[src/rtl/vga_timing_gen_if.sv]
`default_nettype none
//==============================================================================
// Module   : vga_timing_gen_if
// Brief    : Raster timing bundle carried from the VGA timing generator to the
//            overlay checkers and colour mux (coordinates, enable, syncs,
//            pixel/line/frame strobes).
// Revision : 1.0 - initial release
//==============================================================================
interface vga_timing_gen_if #(
  parameter int PX_W = 10,
  parameter int PY_W = 9
);
  logic [PX_W-1:0] px;
  logic [PY_W-1:0] py;
  logic            en;
  logic            hsync;
  logic            vsync;
  logic            pix_tick;
  logic            line_start;
  logic            frame_start;

  modport master (
    output px, py, en, hsync, vsync, pix_tick, line_start, frame_start
  );

  modport slave (
    input  px, py, en, hsync, vsync, pix_tick, line_start, frame_start
  );
endinterface
`default_nettype wire

[src/rtl/vga_timing_gen.sv]
`default_nettype none
//==============================================================================
// Module   : vga_timing_gen
// Brief    : Raster timing source. A clock divider produces the pixel tick;
//            horizontal/vertical counters walk the raster and every output is a
//            registered decode of (div, h, v). Syncs are active low and can be
//            delayed by whole pixels to line up with a registered pixel stage.
// Revision : 1.0 - initial release
//==============================================================================
module vga_timing_gen #(
  parameter int H_VISIBLE  = 640,
  parameter int H_FRONT    = 16,
  parameter int H_SYNC     = 96,
  parameter int H_BACK     = 48,
  parameter int V_VISIBLE  = 480,
  parameter int V_FRONT    = 10,
  parameter int V_SYNC     = 2,
  parameter int V_BACK     = 33,
  parameter int CLK_DIV    = 2,
  parameter int SYNC_DELAY = 1
) (
  input  logic             clk,
  input  logic             rst,
  vga_timing_gen_if.master vga_o
);

  localparam int H_TOTAL  = H_VISIBLE + H_FRONT + H_SYNC + H_BACK;
  localparam int V_TOTAL  = V_VISIBLE + V_FRONT + V_SYNC + V_BACK;
  localparam int HW       = $clog2(H_TOTAL);
  localparam int VW       = $clog2(V_TOTAL);
  localparam int DW       = (CLK_DIV > 1) ? $clog2(CLK_DIV) : 1;
  localparam int PX_W     = $clog2(H_VISIBLE);
  localparam int PY_W     = $clog2(V_VISIBLE);
  localparam int HS_START = H_VISIBLE + H_FRONT;
  localparam int HS_END   = HS_START + H_SYNC;
  localparam int VS_START = V_VISIBLE + V_FRONT;
  localparam int VS_END   = VS_START + V_SYNC;

  generate
    if (CLK_DIV < 1 || SYNC_DELAY > 4) begin : g_param_check
      $error("vga_timing_gen: CLK_DIV must be >= 1 and SYNC_DELAY must be <= 4");
    end
  endgenerate

  // Raster state
  logic [DW-1:0] div_q;
  logic [HW-1:0] h_q;
  logic [VW-1:0] v_q;

  // Combinational decodes of the current raster state
  logic            tick_d;
  logic            h_last_d;
  logic            v_last_d;
  logic            en_d;
  logic [PX_W-1:0] px_d;
  logic [PY_W-1:0] py_d;
  logic            hs_raw_d;
  logic            vs_raw_d;
  logic            hs_dly_d;
  logic            vs_dly_d;
  logic            line_start_d;
  logic            frame_start_d;

  // Registered outputs
  logic [PX_W-1:0] px_q;
  logic [PY_W-1:0] py_q;
  logic            en_q;
  logic            hsync_q;
  logic            vsync_q;
  logic            pix_tick_q;
  logic            line_start_q;
  logic            frame_start_q;

  // With CLK_DIV=1 div_q is stuck at 0, so the tick is permanently high.
  assign tick_d   = (div_q == DW'(CLK_DIV - 1));
  assign h_last_d = (h_q == HW'(H_TOTAL - 1));
  assign v_last_d = (v_q == VW'(V_TOTAL - 1));

  // Divider runs every clk; h/v only move on the pixel tick, v only on the h wrap.
  always_ff @(posedge clk) begin
    if (rst) begin
      div_q <= '0;
      h_q   <= '0;
      v_q   <= '0;
    end else begin
      div_q <= tick_d ? '0 : div_q + DW'(1);
      if (tick_d) begin
        if (h_last_d) begin
          h_q <= '0;
          v_q <= v_last_d ? '0 : v_q + VW'(1);
        end else begin
          h_q <= h_q + HW'(1);
        end
      end
    end
  end

  assign en_d          = (h_q < HW'(H_VISIBLE)) && (v_q < VW'(V_VISIBLE));
  assign px_d          = en_d ? h_q[PX_W-1:0] : '0;
  assign py_d          = en_d ? v_q[PY_W-1:0] : '0;
  assign hs_raw_d      = !((h_q >= HW'(HS_START)) && (h_q < HW'(HS_END)));
  assign vs_raw_d      = !((v_q >= VW'(VS_START)) && (v_q < VW'(VS_END)));
  assign line_start_d  = tick_d && (h_q == '0);
  assign frame_start_d = line_start_d && (v_q == '0);

  generate
    if (SYNC_DELAY == 0) begin : g_sync_bypass
      assign hs_dly_d = hs_raw_d;
      assign vs_dly_d = vs_raw_d;
    end else begin : g_sync_delay
      logic [SYNC_DELAY-1:0] hs_sr_q;
      logic [SYNC_DELAY-1:0] vs_sr_q;

      // Sync pipeline advances on pixel ticks so the delay is counted in pixels;
      // reset loads idle-high so no stale pulse survives a reset.
      always_ff @(posedge clk) begin
        if (rst) begin
          hs_sr_q <= '1;
          vs_sr_q <= '1;
        end else if (tick_d) begin
          hs_sr_q[0] <= hs_raw_d;
          vs_sr_q[0] <= vs_raw_d;
          for (int i = 1; i < SYNC_DELAY; i++) begin
            hs_sr_q[i] <= hs_sr_q[i-1];
            vs_sr_q[i] <= vs_sr_q[i-1];
          end
        end
      end

      assign hs_dly_d = hs_sr_q[SYNC_DELAY-1];
      assign vs_dly_d = vs_sr_q[SYNC_DELAY-1];
    end
  endgenerate

  // One output register stage gives a fixed single-clk latency for every CLK_DIV.
  always_ff @(posedge clk) begin
    if (rst) begin
      px_q          <= '0;
      py_q          <= '0;
      en_q          <= 1'b0;
      hsync_q       <= 1'b1;
      vsync_q       <= 1'b1;
      pix_tick_q    <= 1'b0;
      line_start_q  <= 1'b0;
      frame_start_q <= 1'b0;
    end else begin
      px_q          <= px_d;
      py_q          <= py_d;
      en_q          <= en_d;
      hsync_q       <= hs_dly_d;
      vsync_q       <= vs_dly_d;
      pix_tick_q    <= tick_d;
      line_start_q  <= line_start_d;
      frame_start_q <= frame_start_d;
    end
  end

  assign vga_o.px          = px_q;
  assign vga_o.py          = py_q;
  assign vga_o.en          = en_q;
  assign vga_o.hsync       = hsync_q;
  assign vga_o.vsync       = vsync_q;
  assign vga_o.pix_tick    = pix_tick_q;
  assign vga_o.line_start  = line_start_q;
  assign vga_o.frame_start = frame_start_q;

endmodule
`default_nettype wire

[src/flat_wrapper.sv]
// flat-port wrapper written by rule: the top's interface ports become plain ports
module vga_timing_gen_flat 
#(
  parameter int H_VISIBLE  = 640,
  parameter int H_FRONT    = 16,
  parameter int H_SYNC     = 96,
  parameter int H_BACK     = 48,
  parameter int V_VISIBLE  = 480,
  parameter int V_FRONT    = 10,
  parameter int V_SYNC     = 2,
  parameter int V_BACK     = 33,
  parameter int CLK_DIV    = 2,
  parameter int SYNC_DELAY = 1
)
  (clk, rst, vga_o_px, vga_o_py, vga_o_en, vga_o_hsync, vga_o_vsync, vga_o_pix_tick, vga_o_line_start, vga_o_frame_start);
  vga_timing_gen_if #(.PX_W(10), .PY_W(9)) vga_o_i ();
  input  logic clk;
  input  logic rst;
  output wire logic [$bits(vga_o_i.px)-1:0] vga_o_px;
  output wire logic [$bits(vga_o_i.py)-1:0] vga_o_py;
  output wire logic [$bits(vga_o_i.en)-1:0] vga_o_en;
  output wire logic [$bits(vga_o_i.hsync)-1:0] vga_o_hsync;
  output wire logic [$bits(vga_o_i.vsync)-1:0] vga_o_vsync;
  output wire logic [$bits(vga_o_i.pix_tick)-1:0] vga_o_pix_tick;
  output wire logic [$bits(vga_o_i.line_start)-1:0] vga_o_line_start;
  output wire logic [$bits(vga_o_i.frame_start)-1:0] vga_o_frame_start;
  assign vga_o_px = vga_o_i.px;
  assign vga_o_py = vga_o_i.py;
  assign vga_o_en = vga_o_i.en;
  assign vga_o_hsync = vga_o_i.hsync;
  assign vga_o_vsync = vga_o_i.vsync;
  assign vga_o_pix_tick = vga_o_i.pix_tick;
  assign vga_o_line_start = vga_o_i.line_start;
  assign vga_o_frame_start = vga_o_i.frame_start;
  vga_timing_gen #(.H_VISIBLE(H_VISIBLE), .H_FRONT(H_FRONT), .H_SYNC(H_SYNC), .H_BACK(H_BACK), .V_VISIBLE(V_VISIBLE), .V_FRONT(V_FRONT), .V_SYNC(V_SYNC), .V_BACK(V_BACK), .CLK_DIV(CLK_DIV), .SYNC_DELAY(SYNC_DELAY)) u_core (.clk(clk), .rst(rst), .vga_o(vga_o_i));
endmodule
[config.mk]
export PLATFORM = sky130hd
export DESIGN_NAME = vga_timing_gen_flat
export DESIGN_NICKNAME = d
export VERILOG_FILES = /design/src/rtl/vga_timing_gen_if.sv /design/src/rtl/vga_timing_gen.sv /design/src/flat_wrapper.sv
export SDC_FILE = /design/constraint.sdc
export NUM_CORES = 1
export LEC_CHECK = 0
export BUFFER_PORTS_ARGS = -buffer_cell sky130_fd_sc_hd__buf_2
export CORE_MARGIN = 5
export CORE_UTILIZATION = 50
export DETAILED_ROUTE_END_ITERATION = 7
export PLACE_DENSITY_LB_ADDON = 0.08
export SYNTH_ARGS = -nofsm -noshare
export SYNTH_HDL_FRONTEND = slang
export SYNTH_SLANG_ARGS = --single-unit
[constraint.sdc]
create_clock -name clk -period 2.1 [get_ports clk]
set_input_delay 0.63 -clock clk [delete_from_list [all_inputs] [get_ports clk]]
set_output_delay 0.63 -clock clk [all_outputs]
set_load 0.01 [all_outputs]
==> impl_metrics.json <==
{
  "outcome": "finished, final reports clean",
  "synth_commonest_cells": "dfxtp_1 (48), and2_1 (18), nor2_1 (16)",
  "drc_errors": 0,
  "max_cap_viol_count": 0,
  "ant_nets": 0,
  "grt_pass1_vias": 1405,
  "grt_max_degree": 20,
  "period_needed_ns": 1.99,
  "routedWlPerCell_um": 13.8,
  "grt_pass1_wl_um": 6460,
  "crit_type": "reg2reg",
  "place.port_buffers": 26,
  "switching_power_mw": 0.329,
  "tritoncts": "done",
  "worst_slew_pin_slew_ns": 0.405,
  "syn-num-nets": 194,
  "p_int_mw": 1.20,
  "dieArea_um2": 5110,
  "cts_buffer_depth": 2,
  "initial_core_util_pct": 51.6,
  "cp_max_fo": 5,
  "gp_congestion": 0.868,
  "htree_levels": 2,
  "ff2ff_setup_slack_ns": 0.11,
  "maxSlewViolCount": 0,
  "worstPathRequired_ns": 2.33,
  "clkTransAtPathRegs_ns": 0.08,
  "yosysMostFrequentCell": "dfxtp_1",
  "grt.total_usage_pct": 15.8,
  "grt.busiest_layer": "met2",
  "worst-endpoint-arrival_ns": 2.22,
  "post-dp-hpwl_um": 2890,
  "core_area_um2": 3660,
  "antenna_found_initial": 0,
  "die_w_um": 71.5,
  "synth_edf_count": 0,
  "cts_buffers": 5,
  "yosysWarnings": 0,
  "comb_power_share_pct": 3.2,
  "cts_sinks": 48,
  "setup_viol": 0,
  "clkPwrFrac_pct": 36.5,
  "use_met1_pct": 21.5,
  "max_freq_mhz": 502,
  "num_antenna_cells": 0,
  "synth_area_leaders": "dfxtp_1 (51%), and2_1 (6.0%), nor2_1 (3.2%)",
  "drt_iter0_drc": 107,
  "layout-drive-gt1-share_pct": 26.0,
  "cts_setup_buffers": 0,
  "relSlewSlack_pct": 72.8,
  "die_h_um": 71.5,
  "post-route-period-util_pct": 94.8,
  "netlist_area_um2": 1890,
  "nNetsFinal": 232,
  "hold_viol_final": 0,
  "rows": 22,
  "leakage_nw": 0.931,
  "grt_setup_unrepaired": "no",
  "p_seq_share_pct": 60.3,
  "holdBufCountCts": 0,
  "min_path_type": "reg2reg",
  "drt-pass1-iter-count": 4,
  "root_buffer": "clkbuf_8",
  "grt_use_met2_pct": 24.3,
  "tns_ns": 0,
  "ioPinCount": 27,
  "p_sw_share_pct": 21.4,
  "yosysTopAreaCell": "dfxtp_1",
  "clock_skew_ns": 0.00416,
  "ir_worst_vdd_uv": 470,
  "async_flop_share_pct": 0,
  "post_drt_via_cell_ratio": 5.24,
  "grt_overflow": 0,
  "vias": 1440,
  "synthCells": 188,
  "cts_resized": 0,
  "clk_latency_ns": 0.29,
  "synth_top_area_share_pct": 50.8,
  "synth.distinct_cells": 39,
  "postLayoutCoreUtil_pct": 60.8,
  "seq_area_frac_synth_pct": 50.8,
  "drt-total-wl_um": 3800,
  "syn2layout_area_growth_pct": 17.7,
  "p_per_area_nw_per_um2": 688,
  "grtUsageMet3_pct": 3.23,
  "avgSynthCellArea_um2": 10.1,
  "worstSetupEndpointType": "flop",
  "start_kind": "flop",
  "ys_seq_elements": 48,
  "synth_ff_type": "dfxtp_1"
}
-- per-stage QoR --
stage | instance area [um^2] | total power, mW | hold slack, ns | std cells | setup WS [ns]
6_report | 2230 | 1.53 | 0.441 | 275 | 0.109
5_1_grt | 2230 | 1.59 | 0.475 | 275 | 0.0123
4_1_cts | 2220 | 1.55 | 0.446 | 275 | 0.0789
3_5_place_dp | 2130 | 0.996 | 0.425 | 267 | 0.0989
3_3_place_gp | 2130 | 0.993 | 0.417 | 267 | 0.151
2_1_floorplan | 1890 | 0.975 | 0.405 | 188 | 0.157
-- worst paths after layout --
| path | startpoint | endpoint | cells past startpoint |
|---|---|---|---|
| worst min-delay path | u_core.g_sync_delay.hs_sr_q | u_core.vga_o.hsync | 1 |
| worst min register to register | u_core.g_sync_delay.hs_sr_q | u_core.vga_o.hsync | 1 |
| worst max-delay path | u_core.h_q[0] | u_core.v_q[8] | 5 |
| worst max register to register | u_core.h_q[0] | u_core.v_q[8] | 5 |
-- power by group through the flow --
stage / clock [mW] / sequential [mW] / combinational (mW)
2_1_floorplan: 0 / 0.949 / 0.0257
3_3_place_gp: 0 / 0.945 / 0.0482
3_5_place_dp: 0 / 0.946 / 0.0493
4_1_cts: 0.580 / 0.925 / 0.0493
5_1_grt: 0.610 / 0.926 / 0.0550
6_report: 0.559 / 0.925 / 0.0491
-- logic make-up (layout without fill, tap and decap cells) --
| family | count (synthesis) | in the layout | synth area share, % |
|---|---|---|---|
| simple gates | 96 | 96 | 31.8 |
| flops | 48 | 48 | 50.8 |
| buf+inv | 14 | 53 | 4.30 |
| compound gates | 13 | 13 | 4.37 |
| xor+xnor | 12 | 12 | 5.56 |
| fa+ha+maj | 4 | 4 | 2.65 |
| mux | 1 | 1 | 0.529 |
-- final cells by class --
| class | count | area (um^2) |
|---|---|---|
| inverter | 6 | 22.5 |
| clock inverter | 2 | 15.0 |
| clock buffer | 6 | 82.6 |
| multi-input combinational | 126 | 857 |
| tap | 48 | 60.1 |
| sequential | 48 | 961 |
| timing repair buffer | 39 | 228 |
| fill | 323 | 1440 |
-- sequential cells by signal, summed over array words and instances (netlist names) --
name	cells
u_core.vga_o.px	10
u_core.vga_o.pix_tick	1
u_core.div_q	1
u_core.vga_o.hsync	1
u_core.g_sync_delay.vs_sr_q	1
u_core.vga_o.py	9
u_core.vga_o.vsync	1
u_core.v_q	10
u_core.g_sync_delay.hs_sr_q	1
u_core.vga_o.en	1
u_core.vga_o.line_start	1
u_core.h_q	10
u_core.vga_o.frame_start	1
-- placed cells by master, fill, tap and decap left out, types with 2 or more instances in the layout --
| cell | count |
|---|---|
| and2_1 | 18 |
| nor2_1 | 16 |
| inv_1 | 6 |
| and3_1 | 2 |
| a21oi_1 | 5 |
| nand4_1 | 7 |
| nand2_1 | 7 |
| o21ai_0 | 3 |
| nand2b_1 | 2 |
| xnor2_1 | 6 |
| nor4_1 | 6 |
| nor3_1 | 5 |
| buf_4 | 13 |
| or2_2 | 2 |
| dfxtp_1 | 48 |
| clkinvlp_4 | 2 |
| clkbuf_8 | 6 |
| nand3_1 | 11 |
| ha_1 | 3 |
| buf_2 | 26 |
| o31ai_1 | 2 |
| and4_1 | 4 |
| xor2_1 | 6 |
| nor2b_1 | 4 |
-- critical path, stage by stage (launching register included) --
cell and delay [ns]:
dfxtp_1 0.41, ha_2 0.26, nand4bb_4 0.11, or4_4 0.54
or4_1 0.47, a21oi_1 0.14
-- per-layer routing --
layer,vias up,wire [um]
met5,-,0
met4,0,57
met3,6,217
met2,32,1680
met1,675,1850
li1,727,-
Note: power is estimated with default switching activity, not from simulation.
